File: config.mk
export PLATFORM = sky130hd
export DESIGN_NAME = golomb_result_store
export DESIGN_NICKNAME = d
export VERILOG_FILES = /design/src/rtl/golomb_result_store.sv
export SDC_FILE = /design/constraint.sdc
export NUM_CORES = 1
export LEC_CHECK = 0
export BUFFER_PORTS_ARGS = -buffer_cell sky130_fd_sc_hd__buf_4
export CAP_MARGIN = 5
export CELL_PAD_IN_SITES_DETAIL_PLACEMENT = 0
export CELL_PAD_IN_SITES_GLOBAL_PLACEMENT = 1
export CORE_ASPECT_RATIO = 0.7
export CORE_UTILIZATION = 35
export CTS_CLUSTER_DIAMETER = 80
export DETAILED_ROUTE_END_ITERATION = 10
export HOLD_SLACK_MARGIN = 0.05
export PLACE_DENSITY_LB_ADDON = 0.1
export SYNTH_ARGS = -nofsm -noshare
export SYNTH_HDL_FRONTEND = slang
export SYNTH_SLANG_ARGS = --single-unit
File: constraint.sdc
create_clock -name clock -period 7.3 [get_ports clock]
set_clock_uncertainty 0.05 [all_clocks]
set_input_delay 0 -clock clock [delete_from_list [all_inputs] [get_ports clock]]
set_output_delay 0 -clock clock [all_outputs]
set_load 0.02 [all_outputs]
File: src/rtl/golomb_result_store.sv
// Result store for the Golomb ruler search: keeps every ruler that shares the shortest
// length seen so far, then streams the stored rulers to the host one mark per beat.
module golomb_result_store #(
  parameter int WIDTH        = 9,
  parameter int NUMPOSITIONS = 5,
  parameter int NUMRESULTS   = 10,
  parameter int CNTW         = 6
) (
  input  logic                                        clock,
  input  logic                                        reset,
  input  logic                                        clear,
  input  logic                                        cand_valid,
  output logic                                        cand_ready,
  input  logic [(NUMPOSITIONS+1)*WIDTH-1:0]           cand_marks,
  input  logic                                        search_done,
  output logic                                        done,
  output logic [WIDTH-1:0]                            best_length,
  output logic [CNTW-1:0]                             num_results,
  output logic                                        overflow,
  output logic [NUMRESULTS*(NUMPOSITIONS+1)*WIDTH-1:0] results,
  input  logic                                        rd_start,
  output logic                                        rd_valid,
  input  logic                                        rd_ready,
  output logic [WIDTH-1:0]                            rd_data,
  output logic                                        rd_last
);

  localparam int RW    = (NUMPOSITIONS + 1) * WIDTH;
  localparam int MARKW = (NUMPOSITIONS < 1) ? 1 : $clog2(NUMPOSITIONS + 1);

  typedef enum logic [1:0] {
    ST_COLLECT = 2'd0,
    ST_DONE    = 2'd1,
    ST_READ    = 2'd2
  } state_t;

  state_t           r_state;
  state_t           w_nextState;
  logic [RW-1:0]    r_slots [NUMRESULTS];
  logic [CNTW-1:0]  r_count;
  logic [WIDTH-1:0] r_best;
  logic             r_overflow;
  logic [CNTW-1:0]  r_rdSlot;
  logic [MARKW-1:0] r_rdMark;

  logic [WIDTH-1:0] w_candLen;
  logic             w_restart;
  logic             w_accept;
  logic             w_full;
  logic             w_lastWord;
  logic             w_handshake;
  logic             w_rdEnter;

  // Ruler length wraps modulo 2^WIDTH; mN sits in the LSBs, m0 in the MSBs.
  assign w_restart   = !reset || clear;
  assign w_candLen   = cand_marks[WIDTH-1:0] - cand_marks[RW-1 -: WIDTH];
  assign w_accept    = cand_valid && cand_ready;
  assign w_full      = (r_count == CNTW'(NUMRESULTS));
  assign w_lastWord  = (r_rdSlot == r_count - CNTW'(1)) && (r_rdMark == MARKW'(NUMPOSITIONS));
  assign w_handshake = rd_valid && rd_ready;
  assign w_rdEnter   = (r_state == ST_DONE) && rd_start && (r_count != '0);

  always_ff @(posedge clock) begin
    if (w_restart) begin
      r_state <= ST_COLLECT;
    end else begin
      r_state <= w_nextState;
    end
  end

  always_comb begin
    w_nextState = r_state;
    cand_ready  = 1'b0;
    done        = 1'b0;
    rd_valid    = 1'b0;
    case (r_state)
      ST_COLLECT: begin
        cand_ready = 1'b1;
        if (search_done) w_nextState = ST_DONE;
      end
      ST_DONE: begin
        done = 1'b1;
        if (w_rdEnter) w_nextState = ST_READ;
      end
      ST_READ: begin
        done     = 1'b1;
        rd_valid = 1'b1;
        if (rd_ready && w_lastWord) w_nextState = ST_DONE;
      end
      default: w_nextState = ST_COLLECT;
    endcase
  end

  // A strictly shorter ruler restarts the collection; equal lengths append until full.
  always_ff @(posedge clock) begin
    if (w_restart) begin
      for (int i = 0; i < NUMRESULTS; i++) r_slots[i] <= '0;
      r_count    <= '0;
      r_best     <= '1;
      r_overflow <= 1'b0;
    end else if (w_accept) begin
      if (w_candLen < r_best) begin
        for (int i = 0; i < NUMRESULTS; i++) r_slots[i] <= (i == 0) ? cand_marks : '0;
        r_count    <= CNTW'(1);
        r_best     <= w_candLen;
        r_overflow <= 1'b0;
      end else if (w_candLen == r_best) begin
        if (w_full) begin
          r_overflow <= 1'b1;
        end else begin
          for (int i = 0; i < NUMRESULTS; i++) begin
            if (r_count == CNTW'(i)) r_slots[i] <= cand_marks;
          end
          r_count <= r_count + CNTW'(1);
        end
      end
    end
  end

  always_ff @(posedge clock) begin
    if (w_restart || w_rdEnter) begin
      r_rdSlot <= '0;
      r_rdMark <= '0;
    end else if (w_handshake) begin
      if (r_rdMark == MARKW'(NUMPOSITIONS)) begin
        r_rdMark <= '0;
        r_rdSlot <= r_rdSlot + CNTW'(1);
      end else begin
        r_rdMark <= r_rdMark + MARKW'(1);
      end
    end
  end

  assign best_length = r_best;
  assign num_results = r_count;
  assign overflow    = r_overflow;
  assign rd_last     = rd_valid && w_lastWord;

  // Slots beyond the valid count are masked so stale contents can never leak out.
  always_comb begin
    results = '0;
    for (int i = 0; i < NUMRESULTS; i++) begin
      if (CNTW'(i) < r_count) results[(NUMRESULTS-1-i)*RW +: RW] = r_slots[i];
    end
  end

  always_comb begin
    rd_data = '0;
    if (r_state == ST_READ) begin
      for (int i = 0; i < NUMRESULTS; i++) begin
        for (int k = 0; k <= NUMPOSITIONS; k++) begin
          if ((r_rdSlot == CNTW'(i)) && (r_rdMark == MARKW'(k))) begin
            rd_data = r_slots[i][(NUMPOSITIONS-k)*WIDTH +: WIDTH];
          end
        end
      end
    end
  end

endmodule

* Word level (Yosys, flattened, before mapping) *
Memory sizes are Yosys's and may differ from the RTL's.
Cells that the tools add are included.

word-level totals
  input bits = 61
  bits in latches = 0
  output and inout bits = 569
  logic and storage cells = 339
  bits in writable memories = 540
  bits in read-only memories = 0
  memories kept = 1
  flip-flop bits (word level) = 27

memories
  name     depth  width  read ports  clocked after memory_dff  wr ports  RTL line  RTL
  r_slots  10     54     10          0                         10        39        logic [RW-1:0] r_slots [NUMRESULTS];

operators by class
  multiply operators = 0
  bitwise gates (word level) = 20
  eq/ne operators = 32
  div/mod/pow operators = 0
  $add $sub $neg = 5
  shift operators = 0
  muxes and demuxes = 181
  $lt $le $gt $ge = 11
  reduce and logical (&&, ||, !) cells = 83

operators with widths
  kind                   count
  $mux W54               30
  $mux W9                61
  $mux W1                82
  $logic_and A1 B1 Y1    67
  $eq A6 B3 Y1 const B   8
  $eq A6 B4 Y1 const B   5
  $eq A6 B2 Y1 const B   4
  $lt A3 B6 Y1 const A   4
  $or A1 B1 Y1           20
  $mux W6                3
  $add A6 B1 Y6 const B  2
  $eq A6 B1 Y1 const B   2
  $logic_not A6 Y1       2
  $lt A1 B6 Y1 const A   2
  $lt A2 B6 Y1 const A   2
  $lt A4 B6 Y1 const A   2
  $eq A9 B9 Y1           1
  $lt A9 B9 Y1           1
  $reduce_and A3 Y1      3
  $sub A9 B9 Y9          1
  $eq A3 B2 Y1 const B   2
  $eq A3 B3 Y1 const B   2
  $eq A6 B6 Y1           1
  $mux W2                3
  17 further kinds       22

* Depth between registers and ports, before layout *
  depth after elaboration = 63
  mapped depth = 22
  mapped depth without buffers = 18

* Least setup slack after synthesis *
No wires, ideal clock.

  kind = input -> register
  from = input port cand_marks[0]
  to = memory r_slots[0][270] (netlist name), enable pin
  path buffers = 3
  arrival time = 4.922 ns
  cell stages on the path = 21
  library setup time = 0.420 ns
  required time = 6.830 ns
  setup slack = 1.907 ns
  path through = clkbuf_1 -> inv_1 -> ha_1 -> inv_1 -> fa_1 -> a21o_1 -> a21oi_1 -> nor2b_1 -> o21a_1 -> o41ai_1 -> xnor2_1 -> ha_1 -> nand4_1 -> nor3_1 -> and3_1 -> clkbuf_1 -> nand2_1 -> a21oi_1 -> and4_1 -> clkbuf_1 -> nand2b_1

RTL lines
  what             RTL line  RTL
  start, declared  14        input logic [(NUMPOSITIONS+1)*WIDTH-1:0] cand_marks,
  end, declared    39

* Worst setup path after layout *
  from = register r_rdMark[1]
  to = output port rd_data[7]

between the ends
  longest elaborated chain between the ends = 63
  elaborated cells between the ends (all ways) = 127
  those cells by class = eq/ne (5); mux (61); reduce/logical (61)

ends and longest elaborated chain
  what                    RTL line  RTL
  start, declared         44        logic [MARKW-1:0] r_rdMark;
  start signal, assigned  129       r_rdMark <= r_rdMark + MARKW'(1);
  $logic_not A3 Y1        152       if ((r_rdSlot == CNTW'(i)) && (r_rdMark == MARKW'(k))) begin
  $logic_and A1 B1 Y1     152
  $mux W9 (59 in a row)   152
  $mux W9 *               152
  $mux W9 *               149       if (r_state == ST_READ) begin
  end, declared           24        output logic [WIDTH-1:0] rd_data,

Every way passes the cells marked *; elsewhere a longest branch is shown, timed or not.

==> impl_metrics.toml <==
[outcome]
status = "finished clean"

[logic_synthesis]
synth_edf_count = 540
seq_area_frac_synth = 0.521
yosysUniqueCellTypes = 84
synth_area_leader_cell = "edfxtp_1"
synthTopCellsByArea = "edfxtp_1, and2_1, nor2b_1, clkbuf_1, a21oi_1"
synth_seq_cells = 567
async_flop_share = 0
ys.flop_type = "edfxtp_1"
synth_fp_nets = 3232
yosysWarningCount = 0
syn_area_mm2 = 0.0321
synth.top_cell.area_share = 0.504
syn_area_per_cell_um2 = 10.2
postSynthCellCount = 3141

[clock_tree]
clk_pin_slew_ps = 70
postCtsResizedCells = 0
cts_made_buffers = 59
clkSinkCount = 567
h-tree-depth = 2
cts_tree = "done"
clk_latency_ps = 670
clk_path_buf_depth = 3
cts_root_buffer = "clkbuf_16"

[global_routing]
grt_max_degree = 83
grtUsageTotal = 0.382
grt_pass1_wl_um = 243000
grt_pass1_vias = 27875
antenna_found_initial = 20
overflow = 0

[die]
chipWidth_um = 364
die-height_um = 256
core_area_mm2 = 0.0905
rows = 92
ios = 630
dieArea_mm2 = 0.0931
start_util = 0.355

[placement]
dp_hpwl_um = 138000
detailedPlace.worstSlack_ps = 1580
place_congestion = 0.979
io_buffers = 629

[sta]
setup_slack_ps = 1470
slew_viol_final = 0
tightest_slew_ps = 1240
slew_headroom = 0.164
hold_violations = 0
period_needed_ps = 5830
rsz0062_at_grt = "no"
fin_crit_sh = 0.799
fmax_mhz = 171
holdWs_ps = 255
tns_ps = 0
setup_viol = 0

[finish]
regArea_mm2 = 0.0168
fillers = 8765
fin_nets = 3808
area_growth_pct = 26.8
drive_gt1_frac = 0.227
mostFrequentLayoutCell = "and2_1"
multi_input_area_mm2 = 0.0144
layout_common_cells = "and2_1, buf_4, edfxtp_1, nor2b_1, nand2_1"

[critical_path]
critPathMaxFanout = 45
crit_type = "flip-flop to output port"
crit_arrival_ps = 5780
required_ps = 7250
end_kind = "output port"
worst_setup_path_start_kind = "flip-flop"
r2r_setup_slack_ps = 2780

[drt]
drt_first_pass_iters = 8
totalWireLength_um = 183000
vias = 29719
drc = 0
drt-wirelength-per-cell_um = 36.7
drt_iter0_markers = 4806
detail-route-antenna-nets = 0
viasPerCell = 5.95

[power_and_ir_drop]
finalPower_mw = 7.69
p_leak_nw = 16.5
power_density_mw_per_mm2 = 189
max-vdd-ir-drop_mv = 0.181

[min_path]
holdCritPathClass = "input pin to flip-flop"

[job]
max_cap_violations = 0
## cell usage after synthesis, drive strengths merged, types with 33 or more instances
cell type  instances
a21oi            138
nand2            139
buf               41
o22ai             53
inv               42
and2             764
clkbuf           218
mux2i             33
nor2b            337
nor2             128
o21ai            124
edfxtp           540
nor3              46
nand3             40
## worst paths after layout
check / start / to / depth (start not counted)
setup / recovery: r_rdMark[1]$_SDFFE_PP0P_ / rd_data[7] / 13
hold / removal: cand_marks[38] / r_slots[0][38]$_SDFFCE_PN0P_ / 3
setup reg to reg: r_rdMark[0]$_SDFFE_PP0P_ / r_state[1]$_SDFFE_PP0P_ / 11
hold reg to reg: best_length[6]$_SDFFE_PP1P_ / best_length[6]$_SDFFE_PP1P_ / 2
## cell type report
type | instances | area share
Multi-Input combinational cell | 2273 | 0.352
Timing Repair Buffer | 774 | 0.147
Antenna cell | 5 | 0.000307
Sequential cell | 567 | 0.411
Tap cell | 1222 | 0.0375
Inverter | 42 | 0.00387
Clock buffer | 74 | 0.0399
Clock inverter | 37 | 0.00789
## cells by family after synthesis
logic type | after synthesis | share of synthesized area
simple gates | 1577 | 0.287
compound gates | 600 | 0.124
buf+inv | 301 | 0.0362
mux | 42 | 0.0134
xor+xnor | 24 | 0.00654
fa+ha+maj | 30 | 0.0119
flops | 567 | 0.521
## power breakdown
part	leakage, nW	internal, mW	switching (mW)
clock	0.959	1.73	1.44
combinational	9.09	0.178	0.373
sequential	6.46	3.75	0.228
## worst max-delay path, stage by stage, from the launching register on
cell	delay [ps]
dfxtp_4	770
inv_2	390
nor2_1	270
ha_4	550
inv_2	410
buf_4	370
a31o_1	260
a222oi_1	290
o22ai_1	130
o31ai_1	500
a311oi_1	260
o21ai_1	440
o211ai_1	200
buf_4	210
## registers in the layout, indices dropped and copies added (netlist names)
name	cells
r_rdMark	3
num_results	6
overflow	1
best_length	9
r_state	2
r_rdSlot	6
r_slots	540
## per-layer routing
layer,track usage,up-vias,share of wire
met5,0,-,0.00021
met1,0.568,15002,0.43
met4,0.0861,6,0.022
met2,0.505,2233,0.39
li1,-,12281,-
met3,0.158,197,0.15
## timing repair
| action | in CTS | in global routing |
|---|---|---|
| setup buffers | 0 | 0 |
| hold buffers | 63 | 0 |
| endpoints found under the hold margin | 567 | 0 |
## stage by stage
stage,cell area [um2],utilization,cells
2_1_floorplan,32100,-,3141
3_3_place_gp,38200,0.422,4815
3_5_place_dp,38200,0.422,4815
4_1_cts,40800,0.451,4989
5_1_grt,40800,0.451,4989
6_report,40800,0.451,4994
Power figures use the tool's default switching activity.
